[src/rtl/inst_encoder_pkg.sv]
`default_nettype none
// ============================================================================
// Module      : inst_encoder_pkg
// Description : RV32I immediate-format selectors, opcodes and range helper
// Revision    : 1.0 - initial release
// ============================================================================
package inst_encoder_pkg;

    typedef enum logic [2:0] {
        IMM_I = 3'b000,
        IMM_S = 3'b001,
        IMM_B = 3'b010,
        IMM_J = 3'b011,
        IMM_U = 3'b100,
        IMM_R = 3'b101
    } imm_sel_e;

    localparam logic [6:0] OPC_LOAD   = 7'b0000011;
    localparam logic [6:0] OPC_OP_IMM = 7'b0010011;
    localparam logic [6:0] OPC_AUIPC  = 7'b0010111;
    localparam logic [6:0] OPC_STORE  = 7'b0100011;
    localparam logic [6:0] OPC_OP     = 7'b0110011;
    localparam logic [6:0] OPC_LUI    = 7'b0110111;
    localparam logic [6:0] OPC_BRANCH = 7'b1100011;
    localparam logic [6:0] OPC_JALR   = 7'b1100111;
    localparam logic [6:0] OPC_JAL    = 7'b1101111;

    // True when value[31:sign_lsb] is a pure sign extension (all zeros or all ones).
    function automatic logic imm_fits(input logic [31:0] value, input logic [4:0] sign_lsb);
        logic [31:0] w_shifted;
        w_shifted = 32'($signed(value) >>> sign_lsb);
        return (w_shifted == '0) || (w_shifted == '1);
    endfunction

endpackage
`default_nettype wire

[src/rtl/inst_pack.sv]
`default_nettype none
// ============================================================================
// Module      : inst_pack
// Description : Combinational RV32I field packer with immediate range check
// Revision    : 1.0 - initial release
// ============================================================================
module inst_pack
    import inst_encoder_pkg::*;
(
    input  logic [2:0]  i_imm_sel,
    input  logic [6:0]  i_opcode,
    input  logic [4:0]  i_rd,
    input  logic [4:0]  i_rs1,
    input  logic [4:0]  i_rs2,
    input  logic [2:0]  i_funct3,
    input  logic [6:0]  i_funct7,
    input  logic [31:0] i_imm,
    output logic [31:0] o_inst,
    output logic        o_err
);

    always_comb begin
        o_inst = '0;
        o_err  = 1'b0;
        case (i_imm_sel)
            IMM_I: begin
                o_inst = {i_imm[11:0], i_rs1, i_funct3, i_rd, i_opcode};
                o_err  = !imm_fits(i_imm, 5'd11);
            end
            IMM_S: begin
                o_inst = {i_imm[11:5], i_rs2, i_rs1, i_funct3, i_imm[4:0], i_opcode};
                o_err  = !imm_fits(i_imm, 5'd11);
            end
            IMM_B: begin
                o_inst = {i_imm[12], i_imm[10:5], i_rs2, i_rs1, i_funct3,
                          i_imm[4:1], i_imm[11], i_opcode};
                o_err  = !imm_fits(i_imm, 5'd12) || i_imm[0];
            end
            IMM_J: begin
                o_inst = {i_imm[20], i_imm[10:1], i_imm[11], i_imm[19:12], i_rd, i_opcode};
                o_err  = !imm_fits(i_imm, 5'd20) || i_imm[0];
            end
            IMM_U: begin
                o_inst = {i_imm[31:12], i_rd, i_opcode};
                o_err  = (i_imm[11:0] != 12'd0);
            end
            IMM_R: begin
                o_inst = {i_funct7, i_rs2, i_rs1, i_funct3, i_rd, i_opcode};
                o_err  = 1'b0;
            end
            default: begin
                // Unknown format: emit a null word so nothing decodable leaks out.
                o_inst = '0;
                o_err  = 1'b1;
            end
        endcase
    end

endmodule
`default_nettype wire

[src/rtl/inst_encoder.sv]
`default_nettype none
// ============================================================================
// Module      : inst_encoder
// Description : Valid/ready RV32I instruction encoder with 2-entry skid buffer
// Revision    : 1.0 - initial release
// ============================================================================
module inst_encoder
    import inst_encoder_pkg::*;
#(
    parameter int CNT_W = 16
) (
    input  logic             clk,
    input  logic             rst,
    input  logic             in_valid,
    output logic             in_ready,
    input  logic [2:0]       ImmSel,
    input  logic [6:0]       opcode,
    input  logic [4:0]       rd,
    input  logic [4:0]       rs1,
    input  logic [4:0]       rs2,
    input  logic [2:0]       funct3,
    input  logic [6:0]       funct7,
    input  logic [31:0]      imm,
    output logic             out_valid,
    input  logic             out_ready,
    output logic [31:0]      inst,
    output logic             err,
    output logic [CNT_W-1:0] enc_cnt,
    output logic [CNT_W-1:0] err_cnt
);

    localparam logic [CNT_W-1:0] c_cnt_one = {{(CNT_W-1){1'b0}}, 1'b1};

    logic [31:0]      w_pack_inst;
    logic             w_pack_err;
    logic             w_in_fire;
    logic             w_out_fire;

    logic             r_in_ready;
    logic             r_out_valid;
    logic [31:0]      r_inst;
    logic             r_err;
    logic             r_skid_valid;
    logic [31:0]      r_skid_inst;
    logic             r_skid_err;
    logic [CNT_W-1:0] r_enc_cnt;
    logic [CNT_W-1:0] r_err_cnt;

    inst_pack u_pack (
        .i_imm_sel (ImmSel),
        .i_opcode  (opcode),
        .i_rd      (rd),
        .i_rs1     (rs1),
        .i_rs2     (rs2),
        .i_funct3  (funct3),
        .i_funct7  (funct7),
        .i_imm     (imm),
        .o_inst    (w_pack_inst),
        .o_err     (w_pack_err)
    );

    assign w_in_fire  = in_valid && r_in_ready;
    assign w_out_fire = r_out_valid && out_ready;

    // r_in_ready is kept as its own flop, always equal to the inverse of r_skid_valid.
    always_ff @(posedge clk) begin
        if (rst) begin
            r_in_ready   <= 1'b1;
            r_out_valid  <= 1'b0;
            r_inst       <= '0;
            r_err        <= 1'b0;
            r_skid_valid <= 1'b0;
            r_skid_inst  <= '0;
            r_skid_err   <= 1'b0;
        end else if (r_skid_valid) begin
            if (w_out_fire) begin
                r_inst       <= r_skid_inst;
                r_err        <= r_skid_err;
                r_skid_valid <= 1'b0;
                r_in_ready   <= 1'b1;
            end
        end else if (w_in_fire) begin
            if (!r_out_valid || w_out_fire) begin
                r_out_valid <= 1'b1;
                r_inst      <= w_pack_inst;
                r_err       <= w_pack_err;
            end else begin
                r_skid_valid <= 1'b1;
                r_skid_inst  <= w_pack_inst;
                r_skid_err   <= w_pack_err;
                r_in_ready   <= 1'b0;
            end
        end else if (w_out_fire) begin
            r_out_valid <= 1'b0;
        end
    end

    always_ff @(posedge clk) begin
        if (rst) begin
            r_enc_cnt <= '0;
            r_err_cnt <= '0;
        end else if (w_out_fire) begin
            if (r_enc_cnt != '1) begin
                r_enc_cnt <= r_enc_cnt + c_cnt_one;
            end
            if (r_err && (r_err_cnt != '1)) begin
                r_err_cnt <= r_err_cnt + c_cnt_one;
            end
        end
    end

    assign in_ready  = r_in_ready;
    assign out_valid = r_out_valid;
    assign inst      = r_inst;
    assign err       = r_err;
    assign enc_cnt   = r_enc_cnt;
    assign err_cnt   = r_err_cnt;

endmodule
`default_nettype wire
[config.mk]
export PLATFORM = sky130hd
export DESIGN_NAME = inst_encoder
export DESIGN_NICKNAME = d
export VERILOG_FILES = /design/src/rtl/inst_encoder_pkg.sv /design/src/rtl/inst_pack.sv /design/src/rtl/inst_encoder.sv
export SDC_FILE = /design/constraint.sdc
export NUM_CORES = 1
export LEC_CHECK = 0
export BUFFER_PORTS_ARGS = -buffer_cell sky130_fd_sc_hd__buf_2
export CAP_MARGIN = 0
export CORE_ASPECT_RATIO = 1.1
export CORE_MARGIN = 2
export CORE_UTILIZATION = 48
export DETAILED_ROUTE_END_ITERATION = 10
export HOLD_SLACK_MARGIN = 0.12
export PLACE_DENSITY_LB_ADDON = 0.3
export SLEW_MARGIN = 0
export SYNTH_ARGS = -nofsm -noshare
export SYNTH_HDL_FRONTEND = slang
export SYNTH_SLANG_ARGS = --single-unit
[constraint.sdc]
create_clock -name clk -period 1.7 [get_ports clk]
set_clock_uncertainty 0.05 [all_clocks]
set_input_delay 0.34 -clock clk [delete_from_list [all_inputs] [get_ports clk]]
set_output_delay 0.34 -clock clk [all_outputs]
set_load 0.01 [all_outputs]
==> metrics.sh <==
POST_SYNTH_NUM_CELL_TYPES=51
RSZ0062_AT_GRT='true'
INTERNAL-POWER_W=0.00432
RELATIVE_CONTRIBUTION_OF_SEQUENTIAL_CELLS_TO_TOTAL_POWER_PCT=42.9
HOLD_PATH_DEPTH=3
CRITICAL-PATH-SLOWEST-CELL='sky130_fd_sc_hd__dfxtp_2'
PLACEDINSTANCEAREA_UM2=6550
REPORT.FINAL.HOLD_VIOL_COUNT=0
MET3ROUTEDLENGTH_UM=1040
POWER.CLOCK.FRACTION_PCT=37.9
CTSLONGESTPATHBUFFERS=2
MET2WIRELENGTH_UM=7320
NNETSFINAL=896
SETUP.WORST_PATH.CLASS='reg -> reg'
DR.FIRST_ITER.DRC_COUNT=322
TNS_NS=0
YS_WARN_COUNT=0
SYNTHCELLS=629
R2R_START='enc_cnt[0]'
SYNTH-SEQ-CELLS=101
SYNTHFLOPTYPE='sky130_fd_sc_hd__dfxtp_1'
VIA_COUNT=5498
SYNTH_SEQUENTIAL_AREA_RATIO_PCT=39.1
SYNTH_LARGEST_AREA_CELL='sky130_fd_sc_hd__dfxtp_1'
CP.REQUIRED_NS=1.88
SYNTH_ENABLE_FLOP_CELLS=0
STATUS='finished clean'
MAX_SLEW.WORST_PIN.SLEW_NS=0.497
NETSWITCHINGPOWER_W=0.00167
CTS_HOLD_BUFFERS_ADDED=0
PORT_BUFFERS=137
CELLPOWERDENSITY_nW_PER_UM2=853
POST-SYNTH-TOP-AREA-FRACTION_PCT=39.1
FRACTION_OF_THE_MAPPED_NETLIST_AREA_IN_COMPOUND_GATES_PCT=21.4
CHIPHEIGHT_UM=113
SYNTH_ADDER_AREA_SHARE_PCT=0.483
DIODE_COUNT=0
TRITONCTS='done'
SYNTHESIS.NETS=702
DIEWIDTH_UM=103
WORST_SETUP_SLACK_FOR_REGISTER_TO_REGISTER_PATHS_NS=0.03
ANTENNA_FOUND_INITIAL=0
REG2REG_TO='enc_cnt[7]'
PATH_CELLS='ha_1, and3_4, nand3_2, buf_4, o2111ai_1, xor2_1, nor2_1'
IRDROPWORSTVDD_uV=449
INITIAL_CORE_UTIL_PCT=49.6
MOSTFREQUENTLAYOUTCELLS='sky130_fd_sc_hd__buf_2, sky130_fd_sc_hd__dfxtp_1, sky130_fd_sc_hd__buf_4, sky130_fd_sc_hd__nor2_1, sky130_fd_sc_hd__nand2_1'
ROWS=39
FILLCELLCOUNT=913
CORE-AREA_UM2=10400
MIN_PATH_TYPE='in -> reg'
PLACEDCELLCOUNT=952
TIMING.CRITICAL_PATH.FANOUT_MAX=5
SYNTHESIZED_AREA_PER_CELL_UM2=8.23
DESIGN_AREA_UM2=7020
TOTAL_ROUTED_LENGTH_UM=15200
MIN_FROM='opcode[1]'
CRITICAL_PATH.STARTPOINT_TYPE='register'
FLOORPLAN.IO_PINS=138
FRACTION_OF_FINAL_LAYOUT_CELLS_WITH_DRIVE_STRENGTH_GREATER_THAN_1_PCT=34.5
GRT_PASS1_VIAS=5065
YOSYS.AREA_SHARE.XOR_XNOR_PCT=4.23
CTS_BUFFERS=9
WL_PER_CELL_UM=15.7
FINAL_WORST_PATH_CYCLE_SHARE_PCT=98.0
CTS_ROOT_BUFFER='sky130_fd_sc_hd__clkbuf_16'
FMAX_GHz=0.600
R2R_CELLS=7
POWER.LEAKAGE_nW=3.05
GRT_OVERFLOW=0
SYNTH.AREA.MUX_SHARE_PCT=6.67
WORSTHOLDENDPOINT='r_skid_inst[1]'
DRT-MET1-WL_UM=6650
CTS_SINKS=101
CLOCK_LATENCY_NS=0.35
ROUTED.TOP_LAYER='met4'
POST-ROUTE-MIN-PERIOD_NS=1.67
DRTPASS1ITERATIONS=5
AREA_OF_THE_DIE_UM2=11600
GP_ROUTABILITY_CONGESTION=0.895
DOMINANT_COMBINATIONAL_CELL_FAMILY_BY_AREA_AFTER_SYNTHESIS='simple AND/OR/NAND/NOR gates'
PWR-SHARE-COMB_PCT=19.2
REPORT.FINAL.SLEW_VIOL_COUNT=0
GRT.TOTAL_USAGE_PCT=25.8
SYNTHTOLAYOUTAREAGROWTH_PCT=35.5
SYNTH.AREA.TOP_CELLS='sky130_fd_sc_hd__dfxtp_1, sky130_fd_sc_hd__nor2_1, sky130_fd_sc_hd__nand2_1, sky130_fd_sc_hd__a21oi_1, sky130_fd_sc_hd__xor2_1'
MOSTFREQUENTLAYOUTCELL='sky130_fd_sc_hd__buf_2'
DPL.HPWL_UM=11200
SLOWEST_DELAY_NS=0.34
FINAL-INSTANCE-COUNT-EXCL-FILL=971
SWSHARE_PCT=27.9
FINALSETUPVIOLCOUNT=0
SLEW_HEADROOM_PCT=66.9
SYNTH_SIMPLE_GATE_AREA_SHARE_PCT=23.8
YS_ASYNC_SR_FRACTION_PCT=0
GRT_MAX_DEGREE=40
ARRIVAL_TIME_OF_DATA_AT_THE_CRITICAL_PATH_ENDPOINT_NS=1.84
HTREE_LEVELS=3
ROUTE.DETAILED.DRC=0
SYNTHESIS.AREA_UM2=5180
MAXCAPVIOLCOUNT=0
POST_DRT_VIA_CELL_RATIO=5.66
FINAL_ANT_VIOL_NETS=0
GRT_FIRST_PASS_WIRELENGTH_UM=24300
CLKTRANSATPATHREGS_NS=0.07
CRITICAL_PATH.ENDPOINT_TYPE='register'
[flip-flops by register name, summed over array words and instances, names as in the netlist]
register      count
enc_cnt          16
r_skid_err        1
r_skid_valid      1
r_skid_inst      32
inst             32
err               1
out_valid         1
err_cnt          16
in_ready          1
[cell type report]
class / instances / area (um2) / area share (%)
Inverter: 12 / 46.3 / 0.660
Clock buffer: 9 / 225 / 3.21
Sequential cell: 101 / 2030 / 28.9
Multi-Input combinational cell: 473 / 3020 / 43.1
Timing Repair Buffer: 226 / 1410 / 20.1
Tap cell: 143 / 179 / 2.55
Clock inverter: 7 / 105 / 1.50
[cells in the mapped netlist, types with 6 or more instances]
| master | count |
|---|---|
| sky130_fd_sc_hd__a211oi_1 | 23 |
| sky130_fd_sc_hd__a21oi_1 | 43 |
| sky130_fd_sc_hd__a221oi_1 | 10 |
| sky130_fd_sc_hd__a22oi_1 | 20 |
| sky130_fd_sc_hd__a311oi_1 | 7 |
| sky130_fd_sc_hd__and3_1 | 14 |
| sky130_fd_sc_hd__and4_1 | 6 |
| sky130_fd_sc_hd__buf_2 | 11 |
| sky130_fd_sc_hd__clkbuf_1 | 25 |
| sky130_fd_sc_hd__dfxtp_1 | 101 |
| sky130_fd_sc_hd__inv_1 | 10 |
| sky130_fd_sc_hd__mux2_2 | 12 |
| sky130_fd_sc_hd__mux2i_1 | 12 |
| sky130_fd_sc_hd__nand2_1 | 65 |
| sky130_fd_sc_hd__nand2b_1 | 8 |
| sky130_fd_sc_hd__nand3_1 | 18 |
| sky130_fd_sc_hd__nand4_1 | 17 |
| sky130_fd_sc_hd__nor2_1 | 82 |
| sky130_fd_sc_hd__nor3_1 | 22 |
| sky130_fd_sc_hd__nor4_1 | 6 |
| sky130_fd_sc_hd__o2111ai_1 | 6 |
| sky130_fd_sc_hd__o211ai_1 | 9 |
| sky130_fd_sc_hd__o21a_1 | 8 |
| sky130_fd_sc_hd__o21ai_0 | 13 |
| sky130_fd_sc_hd__xor2_1 | 22 |
[power groups by stage]
| stage | logic (W) | clock network (W) | registers (W) |
|---|---|---|---|
| after global placement | 0.00110 | 0 | 0.00261 |
| after floorplan | 0.000566 | 0 | 0.00267 |
| after global routing | 0.00126 | 0.00242 | 0.00258 |
| after CTS | 0.00112 | 0.00229 | 0.00257 |
| final | 0.00115 | 0.00227 | 0.00257 |
| after detailed placement | 0.00111 | 0 | 0.00262 |
[worst max-delay path: cells and delay by family (launching register included)]
family	cells	cell delay, ns
AOI/OAI and AO/OA	1	0.24
xor gates and xnor gates	1	0.18
adders and majority gates	1	0.17
buffers and inverters	1	0.17
DFF	1	0.34
and+or+nand+nor	3	0.40
[per-layer routing]
layer  vias to the layer above  GRT usage, %
li1                       2693             -
met1                      2571          34.9
met2                       214          42.1
met3                        20          4.57
met4                         0          7.46
met5                         -             0
[worst max-delay path by stage]
stage	slack [ns]	from	cells after the start	endpoint
after floorplan	0.008	enc_cnt[0]	6	enc_cnt[1]
after global placement	-0.18	imm[15]	6	err
after detailed placement	-0.23	imm[15]	6	err
after CTS	0.005	r_skid_valid	6	r_skid_inst[26]
after global routing	-0.11	enc_cnt[1]	7	enc_cnt[7]
final	0.03	enc_cnt[0]	7	enc_cnt[7]
[kinds of logic (layout without fill, tap and decap cells)]
| family | after synthesis | count (layout) |
|---|---|---|
| AOI/OAI and AO/OA | 161 | 161 |
| xor gates and xnor gates | 25 | 25 |
| adders and majority gates | 2 | 2 |
| buffers and inverters | 55 | 254 |
| DFF | 101 | 101 |
| muxes | 28 | 28 |
| and+or+nand+nor | 257 | 257 |
[through the flow]
step | worst slack (ns) | hold WS (ns) | utilization, % | total power [W]
finish | 0.0346 | 0.205 | 67.2 | 0.00599
global route | -0.112 | 0.202 | 67.2 | 0.00626
CTS | 0.00510 | 0.199 | 65.9 | 0.00598
detailed placement | -0.230 | 0.393 | 62.7 | 0.00373
global placement | -0.183 | 0.388 | 62.7 | 0.00371
floorplan | 0.00758 | 0.386 | - | 0.00323
[what timing repair did]
item                                    4_1_cts  5_1_grt
buffers inserted                              0        1
gates resized for setup                       3       22
hold endpoints to repair                      0        0
pin swaps                                     0        4
endpoints found under the setup margin        7       37
gates cloned                                  0        2
(Power assumes the default switching activity.)
